## src/rtl/axi_lite_slave_mem.sv

```systemverilog
// AXI4-Lite slave over a BUFFER_SIZE-word register memory with independent read/write FSMs.
// Optional define AXI_LITE_SLAVE_ALIGN_CHECK_EN turns unaligned accesses into SLVERR.
module axi_lite_slave_mem #(
  parameter int ADDR_WIDTH  = 32,
  parameter int DATA_WIDTH  = 32,
  parameter int STRB_WIDTH  = DATA_WIDTH / 8,
  parameter int BUFFER_SIZE = 32,
  parameter logic [ADDR_WIDTH-1:0] BASE_ADDR = '0
) (
  input  logic                  clk,
  input  logic                  rst,
  input  logic [ADDR_WIDTH-1:0] awaddr,
  input  logic                  awvalid,
  output logic                  awready,
  input  logic [DATA_WIDTH-1:0] wdata,
  input  logic [STRB_WIDTH-1:0] wstrb,
  input  logic                  wvalid,
  output logic                  wready,
  output logic [1:0]            bresp,
  output logic                  bvalid,
  input  logic                  bready,
  input  logic [ADDR_WIDTH-1:0] araddr,
  input  logic                  arvalid,
  output logic                  arready,
  output logic [DATA_WIDTH-1:0] rdata,
  output logic [1:0]            rresp,
  output logic                  rvalid,
  input  logic                  rready,
  output logic [1:0]            o_wr_state,
  output logic                  o_rd_state
);
  // Every channel uses the same rule: a beat transfers on the rising edge where valid && ready.

  localparam int OFF_BITS = $clog2(STRB_WIDTH);
  localparam int IDX_BITS = $clog2(BUFFER_SIZE);
  localparam logic [ADDR_WIDTH-1:0] SPAN = ADDR_WIDTH'(BUFFER_SIZE * STRB_WIDTH);
  localparam logic [1:0] RESP_OKAY   = 2'b00;
  localparam logic [1:0] RESP_SLVERR = 2'b10;
`ifdef AXI_LITE_SLAVE_ALIGN_CHECK_EN
  localparam bit ALIGN_CHECK = 1'b1;
`else
  localparam bit ALIGN_CHECK = 1'b0;
`endif

  typedef enum logic [1:0] {W_IDLE = 2'd0, W_EXEC = 2'd1, W_RESP = 2'd2} w_state_t;
  typedef enum logic {R_IDLE = 1'b0, R_DATA = 1'b1} r_state_t;

  w_state_t              r_wstate;
  r_state_t              r_rstate;
  logic                  r_aw_got;
  logic                  r_w_got;
  logic [ADDR_WIDTH-1:0] r_awaddr;
  logic [DATA_WIDTH-1:0] r_wdata;
  logic [STRB_WIDTH-1:0] r_wstrb;
  logic [1:0]            r_bresp;
  logic [DATA_WIDTH-1:0] r_rdata;
  logic [1:0]            r_rresp;
  logic [DATA_WIDTH-1:0] r_mem [BUFFER_SIZE];

  logic                  w_aw_fire;
  logic                  w_w_fire;
  logic                  w_ar_fire;
  logic [ADDR_WIDTH-1:0] w_woff;
  logic [ADDR_WIDTH-1:0] w_roff;
  logic                  w_w_ok;
  logic                  w_r_ok;
  logic [IDX_BITS-1:0]   w_widx;
  logic [IDX_BITS-1:0]   w_ridx;

  // BASE_ADDR is span-aligned, so the low offset bits equal the low address bits.
  assign w_woff = r_awaddr - BASE_ADDR;
  assign w_roff = araddr - BASE_ADDR;
  assign w_w_ok = (w_woff < SPAN) && !(ALIGN_CHECK && (|w_woff[OFF_BITS-1:0]));
  assign w_r_ok = (w_roff < SPAN) && !(ALIGN_CHECK && (|w_roff[OFF_BITS-1:0]));
  assign w_widx = w_woff[OFF_BITS +: IDX_BITS];
  assign w_ridx = w_roff[OFF_BITS +: IDX_BITS];

  assign awready   = !rst && (r_wstate == W_IDLE) && !r_aw_got;
  assign wready    = !rst && (r_wstate == W_IDLE) && !r_w_got;
  assign bvalid    = (r_wstate == W_RESP);
  assign bresp     = r_bresp;
  assign arready   = !rst && (r_rstate == R_IDLE);
  assign rvalid    = (r_rstate == R_DATA);
  assign rdata     = r_rdata;
  assign rresp     = r_rresp;
  assign w_aw_fire = awvalid && awready;
  assign w_w_fire  = wvalid && wready;
  assign w_ar_fire = arvalid && arready;

  assign o_wr_state = r_wstate;
  assign o_rd_state = r_rstate;

  always_ff @(posedge clk) begin
    if (rst) begin
      r_wstate <= W_IDLE;
      r_aw_got <= 1'b0;
      r_w_got  <= 1'b0;
      r_awaddr <= '0;
      r_wdata  <= '0;
      r_wstrb  <= '0;
      r_bresp  <= RESP_OKAY;
      for (int i = 0; i < BUFFER_SIZE; i++) r_mem[i] <= '0;
    end else begin
      case (r_wstate)
        W_IDLE: begin
          if (w_aw_fire) begin
            r_aw_got <= 1'b1;
            r_awaddr <= awaddr;
          end
          if (w_w_fire) begin
            r_w_got <= 1'b1;
            r_wdata <= wdata;
            r_wstrb <= wstrb;
          end
          if ((r_aw_got || w_aw_fire) && (r_w_got || w_w_fire)) r_wstate <= W_EXEC;
        end
        W_EXEC: begin
          if (w_w_ok) begin
            for (int b = 0; b < STRB_WIDTH; b++)
              if (r_wstrb[b]) r_mem[w_widx][8*b +: 8] <= r_wdata[8*b +: 8];
          end
          r_bresp  <= w_w_ok ? RESP_OKAY : RESP_SLVERR;
          r_aw_got <= 1'b0;
          r_w_got  <= 1'b0;
          r_wstate <= W_RESP;
        end
        W_RESP: if (bready) r_wstate <= W_IDLE;
        default: r_wstate <= W_IDLE;
      endcase
    end
  end

  // A read sampled alongside W_EXEC sees the memory before that write lands.
  always_ff @(posedge clk) begin
    if (rst) begin
      r_rstate <= R_IDLE;
      r_rdata  <= '0;
      r_rresp  <= RESP_OKAY;
    end else begin
      case (r_rstate)
        R_IDLE: begin
          if (w_ar_fire) begin
            r_rdata  <= w_r_ok ? r_mem[w_ridx] : '0;
            r_rresp  <= w_r_ok ? RESP_OKAY : RESP_SLVERR;
            r_rstate <= R_DATA;
          end
        end
        R_DATA: if (rready) r_rstate <= R_IDLE;
        default: r_rstate <= R_IDLE;
      endcase
    end
  end

endmodule

```

## config.mk

```make
export PLATFORM = sky130hd
export DESIGN_NAME = axi_lite_slave_mem
export DESIGN_NICKNAME = d
export VERILOG_FILES = /design/src/rtl/axi_lite_slave_mem.sv
export SDC_FILE = /design/constraint.sdc
export NUM_CORES = 2
export LEC_CHECK = 0
export BUFFER_PORTS_ARGS = -buffer_cell sky130_fd_sc_hd__buf_2
export CORE_AREA = 2 2 303 305
export CTS_BUF_LIST = sky130_fd_sc_hd__clkbuf_8
export DETAILED_ROUTE_END_ITERATION = 10
export DIE_AREA = 0 0 305 307
export HOLD_SLACK_MARGIN = 0.02
export PLACE_DENSITY = 0.79
export RECOVER_POWER = 50
export SKIP_CTS_REPAIR_TIMING = 1
export SYNTH_ARGS = -nofsm -noshare
export SYNTH_HDL_FRONTEND = slang
export SYNTH_SLANG_ARGS = --single-unit
```

## constraint.sdc

```tcl
create_clock -name clk -period 3.2 [get_ports clk]
set_input_delay 0.48 -clock clk [delete_from_list [all_inputs] [get_ports clk]]
set_output_delay 0.48 -clock clk [all_outputs]
set_load 0.01 [all_outputs]
```

Yosys cells after proc, flatten, opt, wreduce, memory -nomap -nowiden
Memory sizes are Yosys's and may differ from the RTL's.
Cells that the tools add are included.
{"block": "op_classes", "order_cmp": 2, "n_eq_ne": 6, "n_mux": 38, "bitwise": 1, "reduce_logical": 22}
{"cell": "$lt A32 B8 Y1 const B", "count": 2}
{"cell": "$mux W32", "count": 2}
{"cell": "$reduce_or A32 Y1", "count": 1}
{"cell": "$mux W1", "count": 26}
{"cell": "$reduce_and A2 Y1", "count": 6}
{"cell": "$logic_and A1 B1 Y1", "count": 8}
{"cell": "$mux W2", "count": 4}
{"cell": "$pmux W1 S2", "count": 3}
{"cell": "$pmux W2 S3", "count": 1}
{"cell": "$mux W5", "count": 1}
{"cell": "$mux W4", "count": 1}
{"cell": "$ne A2 B1 Y1 const B", "count": 2}
{"cell": "$ne A2 B2 Y1 const B", "count": 2}
{"cell": "$logic_not A1 Y1", "count": 3}
{"cell": "$eq A2 B1 Y1 const B", "count": 1}
{"cell": "$eq A2 B2 Y1 const B", "count": 1}
{"cell": "$logic_not A2 Y1", "count": 1}
{"cell": "$logic_or A1 B1 Y1", "count": 2}
{"cell": "$reduce_bool A2 Y1", "count": 1}
{"cell": "$not A1 Y1", "count": 1}
{"block": "totals", "ff_bits": 109, "mem_bits_rw": 1024, "inputBits": 107, "elab_cells": 80, "memories": 1}
{"name": "r_mem", "depth": 32, "word_bits": 32, "read_ports": 1, "rd_clocked_by_memory_dff": 0, "write_ports": 32, "line": "58", "source": "logic [DATA_WIDTH-1:0] r_mem [BUFFER_SIZE];"}

Depth between registers and ports, before layout
{"block": "depth", "ltp_word": 8, "depth_mapped": 9, "ltp_nobuf": 5}

Worst setup path after synthesis
Ideal clock, no wire load.
{"block": "synth_path", "path_kind": "register -> register", "from": "register r_wstate[1] (netlist: o_wr_state[1])", "to": "memory r_mem[10][0], enable pin", "setup_time_ns": 0.375, "arrival_time_ns": 2.143, "t_required_ns": 2.825, "slack_ns": 0.682, "stages_incl_launch_ff": 7, "path_buffers": 1, "period_less_slack_ns": 2.518, "cell_sequence": "dfxtp_1 > nor4b_2 > nand4_2 > nor3_1 > nand2_1 > buf_2 > o21bai_1"}
{"item": "start, declared", "line": "48", "source": "w_state_t r_wstate;"}
{"item": "start signal, assigned", "line": "95", "source": "r_wstate <= W_IDLE;"}
{"item": "start signal, assigned", "line": "115", "source": "if ((r_aw_got || w_aw_fire) && (r_w_got || w_w_fire)) r_wstate <= W_EXEC;"}
{"item": "start signal, assigned", "line": "125", "source": "r_wstate <= W_RESP;"}
{"item": "end, declared", "line": "58"}

==> run summary <==
Timing
* **setup_tns** 0 ps
* **RSZ-0062 raised after global routing** no
* **top achievable clock speed** 349 MHz
* **post-route clock skew** 56.2 ps
* **max-slew violation count** 31
* **transition at the pin with the smallest max-transition slack** 1850 ps
* **relative max-transition margin** -23.4%
* **post-layout min period** 2870 ps
* **final hold violations** 0
* **number of endpoints failing setup at the final stage** 0
* **portion of the clock cycle consumed by the worst path in the final layout** 89.6%
* **setup slack after layout** 333 ps
* **worst-case hold slack** 102 ps

Route
* **vias after detailed routing** 32,300
* **number of violations reported at the end of detailed-routing iteration 0** 3,887
* **length of the first detailed-routing pass in iterations** 6
* **Vias per Instance** 6.09
* **antenna violation net count after detailed routing** 0
* **routed wirelength normalized by instance count** 24.5 µm
* **final routed wirelength across all metal layers** 130 mm
* **count of unresolved DRC violations after routing** 0

CTS
* **TritonCTS clock tree** done
* **CTS root buffer** sky130_fd_sc_hd__clkbuf_8
* **worst skew pair latency** 860 ps
* **H-Tree Level Count** 4
* **TritonCTS Sinks** 1,129
* **clock buffer depth** 3
* **CTS clock-pin slew for the worst setup and hold paths** 70 ps
* **total CTS buffers** 172

Floorplan
* **floorplan core area** 90,700 µm²
* **Die Height** 307 µm
* **overall die width** 305 µm
* **starting density of the core** 54.6%
* **total number of placement rows** 111
* **number of primary I/O pins** 151
* **die outline area** 93,600 µm²

Logic synthesis
* **post-synthesis mux area share** 13.5%
* **dominant combinational cell family by area after synthesis** multiplexers
* **XOR/XNOR share of the synthesized area** 0%
* **number of synthesized register bits** 1,129
* **warning count from the yosys run** 0
* **cell count after synthesis** 3,631
* **basic-gate share of the synthesized area counting and, or, nand and nor cells** 11.0%
* **adder and majority cell fraction of the synthesized area** 0%
* **share of synthesized area occupied by flip-flops and latches** 66.4%
* **Avg Inst Size Synth** 13.6 µm²
* **area fraction in compound gates after synthesis** 4.74%
* **synthesized area** 49,500 µm²
* **distinct cell type count of the synthesized netlist** 38

Global route
* **via count of the first global-routing pass** 31,900
* **total grt overflow** 0
* **maximum number of pins on one net before global-route repair** 94
* **antenna violations before repair** 2
* **first-pass GRT wire length** 189 mm
* **All-Layer GR Usage** 27.1%

Worst setup path
* **classification of the worst setup path** flop to flop
* **startpoint class of the critical path** flop
* **cell with the biggest individual delay on the critical path** sky130_fd_sc_hd__clkbuf_1
* **critical-path maximum fanout** 32
* **Required @ worst endpoint** 3870 ps
* **Worst setup EP type** flop
* **critical path cell sequence** nor4_1, nand3_2, clkbuf_1, nor4b_4, clkbuf_1, nand2_1, buf_2, nor2_1
* **critical path arrival** 3540 ps
* **critical path's most frequent cell** sky130_fd_sc_hd__clkbuf_1
* **Max stage delay on crit path** 520 ps

Finish
* **most used cells in the layout excluding fill and tap cells** sky130_fd_sc_hd__nor2_1 (1,092), sky130_fd_sc_hd__edfxtp_1 (1,024), sky130_fd_sc_hd__buf_4 (267)
* **Final Util** 61.6%
* **summed area of non-filler cells in the final layout** 55,900 µm²
* **Post-layout nets** 4,079
* **ratio of cells with drive above 1 in the final layout** 20.9%
* **most frequent standard cell in the layout excluding fill and tap cells** sky130_fd_sc_hd__nor2_1
* **synth-to-layout area growth** 12.9%

Run status
* **violations in the final reports** capacitance limit, slew limit
* **outcome** finished, violations left

Min path
* **Hold Crit Class** input pin to flop

Place
* **placed instance area** 52,000 µm²
* **pre-CTS setup slack** 454 ps
* **Final HPWL DP** 79.8 mm
* **final RePlAce weighted congestion** 0.857
* **Port Buffers** 144

Power
* **Max VDD drop** 0.000436 V
* **Power per Cell Area** 536 nW/µm²
* **Pleak** 19.3 nW

Job
* **max capacitance violation total** 1

[final timing paths]
path                    to  depth (start not counted)         from  slack (ps)
max          r_mem[29][23]                          8  r_awaddr[9]         330
min               rresp[1]                          4      arvalid         100
max reg2reg  r_mem[29][23]                          8  r_awaddr[9]         330
min reg2reg     r_wdata[4]                          2   r_wdata[4]         460
[layout make-up]
class | instances | area [µm²]
Multi-Input combinational cell | 2143 | 14500
Clock inverter | 118 | 517
Sequential cell | 1129 | 32900
Clock buffer | 193 | 2660
Antenna cell | 2 | 5.00
Tap cell | 1186 | 1480
Inverter | 2 | 7.51
Fill cell | 6438 | 34800
Timing Repair Buffer | 524 | 3870
[logic make-up after synthesis]
| group | count (synthesis) |
|---|---|
| and+or+nand+nor | 1393 |
| DFF | 1129 |
| muxes | 399 |
| buffers and inverters | 360 |
| AOI/OAI and AO/OA | 349 |
| other | 1 |
[per-stage QoR]
stage               power [mW]  cells
floorplan                 18.2   3632
CTS                       29.9   5214
global route              30.8   5297
detailed placement        19.0   4903
finish                    30.0   5297
global placement          19.0   4903
[flip-flops by register name, indices dropped and copies added (netlist names)]
signal      cells
o_wr_state      2
r_w_got         1
rresp           1
r_wdata        32
r_aw_got        1
r_mem        1024
r_awaddr       30
rdata          32
o_rd_state      1
r_wstrb         4
bresp           1
[layer usage]
layer | part of all wire, % | vias to the layer above | GRT usage (%)
li1 | - | 13800 | -
met1 | 35 | 16000 | 34.9
met5 | 0 | - | 0
met3 | 12 | 311 | 7.29
met2 | 49 | 2135 | 43.7
met4 | 3.8 | 0 | 11.6
[worst max-delay path: cells and delay by family (launching register included)]
kind | cells | cell delay (ps)
buffers and inverters | 3 | 1190
flip-flops | 1 | 310
AND/OR/NAND/NOR | 5 | 1170
[Yosys cell counts]
cell type                  count  area [µm²]
sky130_fd_sc_hd__a211o_1       1        8.76
sky130_fd_sc_hd__a211oi_1      2        15.0
sky130_fd_sc_hd__a21oi_1     114         571
sky130_fd_sc_hd__a22oi_1      48         360
sky130_fd_sc_hd__a31oi_1      24         150
sky130_fd_sc_hd__and2_1        4        25.0
sky130_fd_sc_hd__and3_1        1        6.26
sky130_fd_sc_hd__and3b_1       2        17.5
sky130_fd_sc_hd__buf_1         7        26.3
sky130_fd_sc_hd__buf_2        67         335
sky130_fd_sc_hd__buf_4         4        30.0
sky130_fd_sc_hd__buf_6        96        1080
sky130_fd_sc_hd__clkbuf_1    184         691
sky130_fd_sc_hd__conb_1        1        3.75
sky130_fd_sc_hd__dfxtp_1     105        2100
sky130_fd_sc_hd__edfxtp_1   1024       30700
sky130_fd_sc_hd__inv_1         2        7.51
sky130_fd_sc_hd__mux2_2       38         428
sky130_fd_sc_hd__mux2i_1     152        1520
sky130_fd_sc_hd__mux4_2      209        4710
sky130_fd_sc_hd__nand2_1     243         912
sky130_fd_sc_hd__nand2b_1      7        43.8
sky130_fd_sc_hd__nand3_1       3        15.0
sky130_fd_sc_hd__nand3_2       1        10.0
sky130_fd_sc_hd__nand4_1       1        6.26
sky130_fd_sc_hd__nand4_2       1        12.5
sky130_fd_sc_hd__nor2_1     1094        4110
sky130_fd_sc_hd__nor2b_1       7        43.8
sky130_fd_sc_hd__nor3_1        7        35.0
sky130_fd_sc_hd__nor3b_1       3        22.5
sky130_fd_sc_hd__nor4_1       11        68.8
sky130_fd_sc_hd__nor4b_1       1        8.76
sky130_fd_sc_hd__nor4b_2       1        15.0
sky130_fd_sc_hd__nor4b_4       4        95.1
sky130_fd_sc_hd__o21bai_1    128         961
sky130_fd_sc_hd__o221ai_1     31         272
sky130_fd_sc_hd__o22ai_1       1        6.26
sky130_fd_sc_hd__or3_1         2        12.5
[power breakdown]
group	switching (mW)	leakage (nW)	internal, mW
Combinational	1.24	6.04	0.941
Clock	5.58	1.84	5.52
Sequential	0.169	11.4	16.5
(Power assumes the default switching activity.)
